[src/rtl/sdram_rr_arbiter_pkg.sv]
// Shared types and helpers for the SDRAM round-robin arbiter.
package dnn_arb_pkg;

  typedef enum logic [0:0] {
    ARB   = 1'b0,
    GRANT = 1'b1
  } arb_state_t;

  // Width of a requester index; never narrower than one bit.
  function automatic int tag_w(input int num_req);
    return (num_req < 2) ? 1 : $clog2(num_req);
  endfunction

endpackage

[src/rtl/sdram_rr_arbiter_if.sv]
// Bus bundle between the accelerator masters, the arbiter and the SDRAM
// controller slave. Requester-side signals are packed per slot.
interface sdram_rr_arbiter_if #(
  parameter int NUM_REQ = 2,
  parameter int ADDR_W  = 32,
  parameter int DATA_W  = 32
);

  logic [NUM_REQ*ADDR_W-1:0] req_address;
  logic [NUM_REQ-1:0]        req_read;
  logic [NUM_REQ-1:0]        req_write;
  logic [NUM_REQ*DATA_W-1:0] req_writedata;
  logic [NUM_REQ-1:0]        req_waitrequest;
  logic [DATA_W-1:0]         req_readdata;
  logic [NUM_REQ-1:0]        req_readdatavalid;

  logic [ADDR_W-1:0]         mem_address;
  logic                      mem_read;
  logic                      mem_write;
  logic [DATA_W-1:0]         mem_writedata;
  logic                      mem_waitrequest;
  logic [DATA_W-1:0]         mem_readdata;
  logic                      mem_readdatavalid;

  // Arbiter view: slave to the requesters, drives the memory command bus.
  modport slave (
    input  req_address, req_read, req_write, req_writedata,
    output req_waitrequest, req_readdata, req_readdatavalid,
    output mem_address, mem_read, mem_write, mem_writedata,
    input  mem_waitrequest, mem_readdata, mem_readdatavalid
  );

  // Environment view: the requesting masters plus the SDRAM controller.
  modport master (
    output req_address, req_read, req_write, req_writedata,
    input  req_waitrequest, req_readdata, req_readdatavalid,
    input  mem_address, mem_read, mem_write, mem_writedata,
    output mem_waitrequest, mem_readdata, mem_readdatavalid
  );

endinterface

[src/rtl/sdram_rr_arbiter_tag_fifo.sv]
// Tag FIFO holding the requester index of every outstanding read, in the
// order the SDRAM controller accepted them.
module dnn_tag_fifo #(
  parameter int W     = 1,
  parameter int DEPTH = 8
) (
  input  logic         clk,
  input  logic         rst_n,
  input  logic         push,
  input  logic [W-1:0] push_data,
  input  logic         pop,
  output logic         full,
  output logic         empty,
  output logic [W-1:0] head
);

  localparam int PTR_W = (DEPTH < 2) ? 1 : $clog2(DEPTH);
  localparam logic [PTR_W:0] CNT_FULL = (PTR_W+1)'(DEPTH);

  logic [W-1:0]     mem_q [DEPTH];
  logic [W-1:0]     mem_d [DEPTH];
  logic [PTR_W-1:0] wr_ptr_q, wr_ptr_d;
  logic [PTR_W-1:0] rd_ptr_q, rd_ptr_d;
  logic [PTR_W:0]   count_q, count_d;
  logic             do_push, do_pop;

  assign full    = (count_q == CNT_FULL);
  assign empty   = (count_q == '0);
  assign head    = mem_q[rd_ptr_q];
  assign do_push = push & ~full;
  assign do_pop  = pop & ~empty;

  // Pointer/count update; a simultaneous push and pop leaves the count unchanged.
  always_comb begin
    mem_d    = mem_q;
    wr_ptr_d = wr_ptr_q;
    rd_ptr_d = rd_ptr_q;
    count_d  = count_q;
    if (do_push) begin
      mem_d[wr_ptr_q] = push_data;
      wr_ptr_d        = wr_ptr_q + PTR_W'(1);
    end
    if (do_pop) begin
      rd_ptr_d = rd_ptr_q + PTR_W'(1);
    end
    case ({do_push, do_pop})
      2'b10:   count_d = count_q + (PTR_W+1)'(1);
      2'b01:   count_d = count_q - (PTR_W+1)'(1);
      default: count_d = count_q;
    endcase
  end

  // Control state: cleared by reset so the FIFO always restarts empty.
  always_ff @(posedge clk) begin
    if (!rst_n) begin
      wr_ptr_q <= '0;
      rd_ptr_q <= '0;
      count_q  <= '0;
    end else begin
      wr_ptr_q <= wr_ptr_d;
      rd_ptr_q <= rd_ptr_d;
      count_q  <= count_d;
    end
  end

  // Tag storage: contents are meaningless while empty, so no reset.
  always_ff @(posedge clk) begin
    mem_q <= mem_d;
  end

endmodule

[src/rtl/sdram_rr_arbiter.sv]
// Round-robin arbiter sharing one SDRAM controller slave between NUM_REQ
// accelerator masters, with pipelined read-data return routed by tag.
module sdram_rr_arbiter
  import dnn_arb_pkg::*;
#(
  parameter int NUM_REQ  = 2,
  parameter int ADDR_W   = 32,
  parameter int DATA_W   = 32,
  parameter int MAX_PEND = 8
) (
  input  logic                clk,
  input  logic                rst_n,
  sdram_rr_arbiter_if.slave   bus,
  output logic                err
);

  localparam int TAG_W = tag_w(NUM_REQ);
  // Reset "last grant" to the highest index so requester 0 wins first.
  localparam logic [TAG_W-1:0] LAST_RST = TAG_W'(NUM_REQ - 1);

  arb_state_t         state_q, state_d;
  logic [TAG_W-1:0]   grant_q, grant_d;
  logic [TAG_W-1:0]   last_grant_q, last_grant_d;
  logic               err_q, err_d;
  logic [NUM_REQ-1:0] eligible;
  logic               sel_vld;
  logic [TAG_W-1:0]   sel_idx;
  logic               g_read, g_write;
  logic               accept, push, pop;
  logic               fifo_full, fifo_empty;
  logic [TAG_W-1:0]   fifo_head;

  // A read (read wins over write) needs tag FIFO room; a write is always eligible.
  always_comb begin
    eligible = '0;
    for (int i = 0; i < NUM_REQ; i++) begin
      eligible[i] = bus.req_read[i] ? ~fifo_full : bus.req_write[i];
    end
  end

  // Cyclic search: first eligible index above last_grant, else first from 0.
  always_comb begin
    sel_vld = 1'b0;
    sel_idx = '0;
    for (int i = 0; i < NUM_REQ; i++) begin
      if (!sel_vld && eligible[i] && (TAG_W'(i) > last_grant_q)) begin
        sel_vld = 1'b1;
        sel_idx = TAG_W'(i);
      end
    end
    for (int i = 0; i < NUM_REQ; i++) begin
      if (!sel_vld && eligible[i]) begin
        sel_vld = 1'b1;
        sel_idx = TAG_W'(i);
      end
    end
  end

  // Granted-slot mux feeding the memory command bus.
  always_comb begin
    g_read            = 1'b0;
    g_write           = 1'b0;
    bus.mem_address   = '0;
    bus.mem_writedata = '0;
    for (int i = 0; i < NUM_REQ; i++) begin
      if (grant_q == TAG_W'(i)) begin
        g_read            = bus.req_read[i];
        g_write           = bus.req_write[i];
        bus.mem_address   = bus.req_address[i*ADDR_W +: ADDR_W];
        bus.mem_writedata = bus.req_writedata[i*DATA_W +: DATA_W];
      end
    end
  end

  // Strobes only in GRANT; the granted master is released in the accept cycle only.
  always_comb begin
    bus.mem_read  = 1'b0;
    bus.mem_write = 1'b0;
    if (state_q == GRANT) begin
      bus.mem_read  = g_read & ~fifo_full;
      bus.mem_write = g_write & ~g_read;
    end
    accept = (bus.mem_read | bus.mem_write) & ~bus.mem_waitrequest;
    bus.req_waitrequest = '1;
    for (int i = 0; i < NUM_REQ; i++) begin
      if (accept && (grant_q == TAG_W'(i))) begin
        bus.req_waitrequest[i] = 1'b0;
      end
    end
  end

  assign push = accept & bus.mem_read;
  assign pop  = bus.mem_readdatavalid & ~fifo_empty;

  // Read return: data passes straight through, strobe goes to the head tag owner.
  always_comb begin
    bus.req_readdata      = bus.mem_readdata;
    bus.req_readdatavalid = '0;
    for (int i = 0; i < NUM_REQ; i++) begin
      if (pop && (fifo_head == TAG_W'(i))) begin
        bus.req_readdatavalid[i] = 1'b1;
      end
    end
  end

  // Arbitration FSM next state plus sticky protocol-error accumulation.
  always_comb begin
    state_d      = state_q;
    grant_d      = grant_q;
    last_grant_d = last_grant_q;
    err_d        = err_q | (bus.mem_readdatavalid & fifo_empty) |
                   (accept & g_read & g_write);
    case (state_q)
      ARB: begin
        if (sel_vld) begin
          grant_d = sel_idx;
          state_d = GRANT;
        end
      end
      GRANT: begin
        if (accept) begin
          last_grant_d = grant_q;
          state_d      = ARB;
        end else if (!g_read && !g_write) begin
          // Master withdrew its request; rearbitrate without moving priority.
          state_d = ARB;
        end
      end
      default: state_d = ARB;
    endcase
  end

  // State register; reset aborts any grant so strobes drop on the next edge.
  always_ff @(posedge clk) begin
    if (!rst_n) begin
      state_q      <= ARB;
      grant_q      <= '0;
      last_grant_q <= LAST_RST;
      err_q        <= 1'b0;
    end else begin
      state_q      <= state_d;
      grant_q      <= grant_d;
      last_grant_q <= last_grant_d;
      err_q        <= err_d;
    end
  end

  assign err = err_q;

  dnn_tag_fifo #(
    .W     (TAG_W),
    .DEPTH (MAX_PEND)
  ) u_fifo (
    .clk       (clk),
    .rst_n     (rst_n),
    .push      (push),
    .push_data (grant_q),
    .pop       (pop),
    .full      (fifo_full),
    .empty     (fifo_empty),
    .head      (fifo_head)
  );

endmodule

[src/flat_wrapper.sv]
// flat-port wrapper written by rule: the top's interface ports become plain ports
module sdram_rr_arbiter_flat import dnn_arb_pkg::*;
#(
  parameter int NUM_REQ  = 2,
  parameter int ADDR_W   = 32,
  parameter int DATA_W   = 32,
  parameter int MAX_PEND = 8
)
  (clk, rst_n, err, bus_req_address, bus_req_read, bus_req_write, bus_req_writedata, bus_req_waitrequest, bus_req_readdata, bus_req_readdatavalid, bus_mem_address, bus_mem_read, bus_mem_write, bus_mem_writedata, bus_mem_waitrequest, bus_mem_readdata, bus_mem_readdatavalid);
  sdram_rr_arbiter_if #(.NUM_REQ(NUM_REQ), .ADDR_W(ADDR_W), .DATA_W(DATA_W)) bus_i ();
  input  logic clk;
  input  logic rst_n;
  output logic err;
  input wire logic [$bits(bus_i.req_address)-1:0] bus_req_address;
  input wire logic [$bits(bus_i.req_read)-1:0] bus_req_read;
  input wire logic [$bits(bus_i.req_write)-1:0] bus_req_write;
  input wire logic [$bits(bus_i.req_writedata)-1:0] bus_req_writedata;
  output wire logic [$bits(bus_i.req_waitrequest)-1:0] bus_req_waitrequest;
  output wire logic [$bits(bus_i.req_readdata)-1:0] bus_req_readdata;
  output wire logic [$bits(bus_i.req_readdatavalid)-1:0] bus_req_readdatavalid;
  output wire logic [$bits(bus_i.mem_address)-1:0] bus_mem_address;
  output wire logic [$bits(bus_i.mem_read)-1:0] bus_mem_read;
  output wire logic [$bits(bus_i.mem_write)-1:0] bus_mem_write;
  output wire logic [$bits(bus_i.mem_writedata)-1:0] bus_mem_writedata;
  input wire logic [$bits(bus_i.mem_waitrequest)-1:0] bus_mem_waitrequest;
  input wire logic [$bits(bus_i.mem_readdata)-1:0] bus_mem_readdata;
  input wire logic [$bits(bus_i.mem_readdatavalid)-1:0] bus_mem_readdatavalid;
  assign bus_i.req_address = bus_req_address;
  assign bus_i.req_read = bus_req_read;
  assign bus_i.req_write = bus_req_write;
  assign bus_i.req_writedata = bus_req_writedata;
  assign bus_req_waitrequest = bus_i.req_waitrequest;
  assign bus_req_readdata = bus_i.req_readdata;
  assign bus_req_readdatavalid = bus_i.req_readdatavalid;
  assign bus_mem_address = bus_i.mem_address;
  assign bus_mem_read = bus_i.mem_read;
  assign bus_mem_write = bus_i.mem_write;
  assign bus_mem_writedata = bus_i.mem_writedata;
  assign bus_i.mem_waitrequest = bus_mem_waitrequest;
  assign bus_i.mem_readdata = bus_mem_readdata;
  assign bus_i.mem_readdatavalid = bus_mem_readdatavalid;
  sdram_rr_arbiter #(.NUM_REQ(NUM_REQ), .ADDR_W(ADDR_W), .DATA_W(DATA_W), .MAX_PEND(MAX_PEND)) u_core (.clk(clk), .rst_n(rst_n), .bus(bus_i), .err(err));
endmodule
[config.mk]
export PLATFORM = sky130hd
export DESIGN_NAME = sdram_rr_arbiter_flat
export DESIGN_NICKNAME = d
export VERILOG_FILES = /design/src/rtl/sdram_rr_arbiter_pkg.sv /design/src/rtl/sdram_rr_arbiter_if.sv /design/src/rtl/sdram_rr_arbiter_tag_fifo.sv /design/src/rtl/sdram_rr_arbiter.sv /design/src/flat_wrapper.sv
export SDC_FILE = /design/constraint.sdc
export NUM_CORES = 1
export LEC_CHECK = 0
export ABC_AREA = 1
export CORE_ASPECT_RATIO = 0.8
export CORE_MARGIN = 4
export CORE_UTILIZATION = 25
export CTS_CLUSTER_SIZE = 10
export DETAILED_ROUTE_END_ITERATION = 16
export PLACE_DENSITY_LB_ADDON = 0.12
export SLEW_MARGIN = 5
export SYNTH_ARGS = -nofsm -noshare
export SYNTH_HDL_FRONTEND = slang
export SYNTH_SLANG_ARGS = --single-unit
[constraint.sdc]
create_clock -name clk -period 1.96 [get_ports clk]
set_input_delay 0.294 -clock clk [delete_from_list [all_inputs] [get_ports clk]]
set_output_delay 0.294 -clock clk [all_outputs]
set_load 0.05 [all_outputs]
; ---- Yosys cells after proc, flatten, opt, wreduce, memory -nomap -nowiden
; Cells that the tools add are included.
[classes]
add_sub_neg = 4
magnitude_cmp = 5
eq_ne = 3
mux = 30
bitwise_logic = 22
n_reduce_logical = 20
[op_table]
columns = cell, n
row1 = two-way mux 32 bit, 2
row2 = two-way mux 1 bit, 23
row3 = logical AND 1 bit, 11
row4 = bitwise AND 1 bit, 10
row5 = bitwise mux 8 bit, 1
row6 = ">= comparator 4 bit, second input constant", 2
row7 = inverter 3 -> 4 bit, 2
row8 = one-hot mux 4 bit (2 select lines), 1
row9 = inverter 1 bit, 7
row10 = "adder 3 x 1 -> 3 bit, second input constant", 2
row11 = zero test 1 bit, 5
row12 = "adder 4 x 1 -> 4 bit, second input constant", 1
row13 = "equality test 4 bit, second input constant", 1
row14 = zero test 4 bit, 1
row15 = "less-than comparator 4 x 1 -> 1 bit, second input constant", 1
row16 = AND reduction 2 bit, 2
row17 = "subtractor 4 x 1 -> 4 bit, second input constant", 1
row18 = binary-select mux 1 bit (select 3 bit), 1
row19 = demux 1 bit (select 3 bit), 1
row20 = OR 1 bit, 3
row21 = "equality test 2 x 1 -> 1 bit, second input constant", 1
row22 = "equality test 2 bit, second input constant", 1
row23 = "> comparator 1 bit, first input constant", 2
row24 = one-hot mux 1 bit (2 select lines), 1
row25 = nonzero test 2 bit, 1
[totals]
regBits = 22
inputBits = 168
out_inout_bits = 103
wordCells = 99

; ---- Depth between registers and ports, before layout
[logic_depth]
depth_word = 17
mapped_depth = 14
ltp_nobuf = 13

; ---- By module
; A second synthesis with hierarchy kept.
[hier_totals]
hier_cells = 405
area_unflattened_um2 = 2349.8
[modules_own_cells]
columns = module, n_inst, cells_each, area_per_inst_um2, seq_area_each_um2
row1 = sdram_rr_arbiter, 1, 291, 1380.1, 80.1
row2 = dnn_tag_fifo, 1, 114, 969.7, 440.4

; ---- Worst setup path before layout
; No wires, ideal clock.
[synth_path]
kind = register to register
start = register u_core.grant_q
end = register u_core.u_fifo.count_q[2]
setup_ns = 0.120
t_arrival_ns = 1.855
required_time_ns = 1.840
path_slack_ns = -0.015
stages_incl_launch_ff = 13
path_buffers = 1
period_less_slack_ns = 1.975
path_cell_list = dfxtp_1 > buf_4 > inv_2 > nand2_4 > nand2_4 > nor2_8 > nand3_4 > ha_1 > xor2_1 > ha_1 > a21oi_1 > xor2_1 > a21oi_1
[synth_via]
elab_chain_len = 10
word_cells_on_any_way = 15
classes_between = 2 x eq/ne / 5 x mux / 7 x bitwise / 1 x reduce/logical
[synth_rtl]
columns = element, line
row1 = from (decl), sdram_rr_arbiter.sv:22  ; logic [TAG_W-1:0] grant_q, grant_d;
row2 = from (signal assigned), sdram_rr_arbiter.sv:142  ; grant_q <= grant_d;
row3 = two-way mux 1 bit, sdram_rr_arbiter.sv:66  ; if (grant_q == TAG_W'(i)) begin
row4 = inverter 1 bit, sdram_rr_arbiter.sv:81  ; bus.mem_write = g_write & ~g_read;
row5 = bitwise AND 1 bit, sdram_rr_arbiter.sv:81
row6 = two-way mux 1 bit, sdram_rr_arbiter.sv:79  ; if (state_q == GRANT) begin
row7 = OR 1 bit, sdram_rr_arbiter.sv:83  ; accept = (bus.mem_read | bus.mem_write) & ~bus.mem_waitrequest;
row8 = bitwise AND 1 bit, sdram_rr_arbiter.sv:83
row9 = bitwise AND 1 bit (*), sdram_rr_arbiter.sv:92  ; assign push = accept & bus.mem_read;
row10 = bitwise AND 1 bit (*), sdram_rr_arbiter_tag_fifo.sv:30  ; assign do_push = push & ~full;
row11 = equality test 2 x 1 -> 1 bit / equality test 2 bit (equally long branches), sdram_rr_arbiter_tag_fifo.sv:46  ; case ({do_push, do_pop})
row12 = one-hot mux 4 bit (2 select lines) / nonzero test 2 bit (equally long branches), --
row13 = to (signal assigned), sdram_rr_arbiter_tag_fifo.sv:62  ; count_q <= count_d;
row14 = to (decl), sdram_rr_arbiter_tag_fifo.sv:24  ; logic [PTR_W:0] count_q, count_d;
; Mark *: on every way between the ends. The rest lies on a longest branch, timed or not.
; A chain may end at the register's enable or synchronous reset.

; ---- Final worst setup path
[layout_path]
start = register u_core.u_fifo.rd_ptr_q[0]
end = output bus_req_readdatavalid[0]
[layout_via]
elab_chain_len = 7
[layout_rtl]
columns = element, line
row1 = from (decl), sdram_rr_arbiter_tag_fifo.sv:23  ; logic [PTR_W-1:0] rd_ptr_q, rd_ptr_d;
row2 = from (signal assigned), sdram_rr_arbiter_tag_fifo.sv:61  ; rd_ptr_q <= rd_ptr_d;
row3 = inverter 3 -> 4 bit (implied by the code), sdram_rr_arbiter_tag_fifo.sv:29  ; assign head = mem_q[rd_ptr_q];
row4 = binary-select mux 1 bit (select 3 bit), sdram_rr_arbiter_tag_fifo.sv:29
row5 = two-way mux 1 bit (implied by the code) (2 in series), sdram_rr_arbiter_tag_fifo.sv:29
row6 = inverter 1 bit, sdram_rr_arbiter.sv:100  ; if (pop && (fifo_head == TAG_W'(i))) begin
row7 = logical AND 1 bit, sdram_rr_arbiter.sv:100
row8 = two-way mux 1 bit, sdram_rr_arbiter.sv:100
row9 = to (decl), flat_wrapper.sv:20  ; output wire logic [$bits(bus_i.req_readdatavalid)-1:0] bus_req_readdatavalid;
; Every way passes these cells. The select of a mux whose other input is x is not followed.

==> results.cfg <==
[global_route]
grt_max_degree = 52
grt_use_met1_pct = 19.6
met3_usage_pct = 3.62
overflow = 0
grtUsageMet2_pct = 37.2
antenna_found_initial = 0
grt_most_used_layer = met2
grt_pass1_wl_um = 15700
grt_pass1_vias = 3082
grt_usage_pct = 18.7

[final_layout]
antennaDiodeCount = 0
final_common_cell = nand2_1
nets = 760
stdcell_count = 698
area_delta_synth_final_pct = 95.1
final_layout_size_suffix_gt1_share_pct = 22.9
layout_common_cells = 219 x nand2_1, 134 x clkdlybuf4s50_1, 81 x buf_4

[floorplanning]
dieArea_sq_um = 10800
ios = 271
start_util_pct = 26.3
num_rows = 30
fp.dieH_um = 93.6
core_sq_um = 8710
fp.dieW_um = 115

[detailed_routing]
first_pass_iters = 4
drtIter0Drc = 79
drc = 0
wire_per_inst_um = 15.3
ant_nets = 0
wl_um = 10700
vias_per_cell = 4.38
vias = 3056

[clock_tree]
clkSinkCount = 22
cts_buffers = 3
path_clk_slew_ps = 60
cts_tree = built
root_buffer = clkbuf_16
hold_buffers = 0
htree_num_levels = 1
cts_max_path_buffers = 2
clock_latency_ps = 250

[logic_synthesis]
syn_nets = 577
synthCells = 404
synthArstFlopShare_pct = 0
synth-edff-count = 8
synth_compound_area_share_pct = 5.46
syn_avg_cell_area_sq_um = 5.67
synth_top_family_by_area = simple AND/OR/NAND/NOR gates
synth-adder-area-share_pct = 2.73
synth_mux_area_share_pct = 0
synth_flop_cell = dfxtp_1
synth_xor_area_share_pct = 1.53
yosysUniqueCellTypes = 27
synth_area_sq_um = 2290
ys_seq_area_share_pct = 22.7
synth-simple-area-share_pct = 50.0
synth_seq_cells = 22
synth-warning-count = 0

[worst_setup_path]
cp_cell_sequence = inv_1 > or2_2 > nand2_1 > o21ai_0 > nand2_1 > nand2_1 > nor2_2 > buf_12
critPathMaxFanout = 6
crit_required_ps = 1670
crit_top_cell = nand2_1
critPathTopFamily = simple AND/OR/NAND/NOR gates
start_kind = register
rr_worst_depth = 10
critical_path_depth = 8
crit_slowest_cell = dfxtp_4
critPathCaptureType = primary output
crit_arrival_ps = 1570
crit_path_max_incr_delay_ps = 370
crit_type = reg -> out
timing.critical_path.buf_inv = 2

[run]
cap_violations = 0

[outcome]
status = complete, no violations

[placed_design]
gp_congestion = 0.765
dpl.cell_count = 691
hpwlAfterDp_um = 8780
io_buffers = 206

[pwr]
combPwrFrac_pct = 67.1
power.density_nw_per_um2 = 843
p_int_mw = 2.00
totalPowerFinal_mw = 3.77
seqPwrFrac_pct = 17.9
power.share.switching_pct = 46.9
ir_drop_mv = 0.544
power_frac_clock_pct = 15.0
power.leakage_nw = 2.21
power_switching_mw = 1.77

[sta]
fin_worst_skew_ps = 2.10
min_period_ps = 1860
rsz0062_at_grt = yes
tns_ps = 0
hold_violations = 0
slew_viol_final = 0
finalCritPeriodShare_pct = 95.1
slew_headroom_pct = 67.1
timing.fmax_mhz = 537
tightest_slew_ps = 491
setup_violations = 0

[hold_path]
min_path_cells = 2
hp-class = reg -> reg
## power by group through the flow
stage / clock network [mW] / registers (mW) / logic, mW
floorplan: 0 / 0.647 / 1.54
global placement: 0 / 0.644 / 2.31
detailed placement: 0 / 0.645 / 2.34
CTS: 0.577 / 0.648 / 2.39
global route: 0.603 / 0.690 / 2.71
finish: 0.565 / 0.674 / 2.53
## per-stage QoR
stage / setup WS [ps] / utilization (%) / hold slack, ps / area [sq um]
2_1_floorplan: 45.3 / - / 453 / 2290
3_3_place_gp: -230 / 48.3 / 508 / 4210
3_5_place_dp: -301 / 48.3 / 513 / 4210
4_1_cts: 13.7 / 50.3 / 526 / 4380
5_1_grt: -12.7 / 51.3 / 539 / 4470
6_report: 96.9 / 51.3 / 521 / 4470
## cell families after synthesis
group | count (synthesis)
AND/OR/NAND/NOR | 277
adder cells (fa/ha/maj) | 5
AO/OA/AOI/OAI | 24
XOR/XNOR | 4
buffers and inverters | 72
flip-flops | 22
## registers in the layout, summed over array words and instances (netlist names)
name	cells
u_core.err	1
u_core.grant_q	1
u_core.last_grant_q	1
u_core.state_q	1
u_core.u_fifo.count_q	4
u_core.u_fifo.mem_q	8
u_core.u_fifo.rd_ptr_q	3
u_core.u_fifo.wr_ptr_q	3
## final cells by class
cell class                      instances  area, sq um
Multi-Input combinational cell        310         1450
Sequential cell                        22          534
Clock inverter                          1         30.0
Timing Repair Buffer                  226         2150
Clock buffer                            3         75.1
Inverter                               24         90.1
Tap cell                              112          140
Fill cell                             884         4240
## synthesized netlist by cell type, types with 5 or more instances
cell type	n	area share, %
edfxtp_1	8	10
buf_4	33	11
buf_2	7	1.5
ha_1	5	2.7
a21oi_1	10	2.2
nor2_2	5	1.4
nand2_1	222	36
nand3_1	11	2.4
o21ai_0	12	2.6
dfxtp_1	14	12
inv_1	21	3.4
nor2_1	24	3.9
## timing repair
action	CTS	global route
gates cloned	1	0
pin swaps	1	4
endpoints found under the setup margin	6	8
setup buffers	0	2
resized for setup	9	22
## routing by layer
layer | routed length, um | part of all wire (%) | vias to the layer above
met3 | 563 | 5.3 | 26
li1 | - | - | 1568
met2 | 6080 | 57 | 113
met1 | 3810 | 36 | 1349
met4 | 225 | 2.1 | 0
met5 | 0 | 0 | -
## worst reg2reg max path, cell delays in order, from the launching register on
cell and delay, ps:
dfxtp_4 370, inv_1 160, nand3_1 130, nand2_1 120
inv_2 80, ha_4 170, xor2_2 150, ha_2 180
a21oi_2 110, xor2_1 150, a21oi_1 80
## path summary, 6_finish.rpt
path	endpoint	slack [ps]	from
min	u_core.last_grant_q	520	u_core.last_grant_q
max reg2reg	u_core.u_fifo.count_q[2]	150	u_core.u_fifo.count_q[2]
max	bus_req_readdatavalid[0]	100	u_core.u_fifo.rd_ptr_q[0]
min reg2reg	u_core.last_grant_q	520	u_core.last_grant_q
Note: power is estimated with default switching activity, not from simulation.
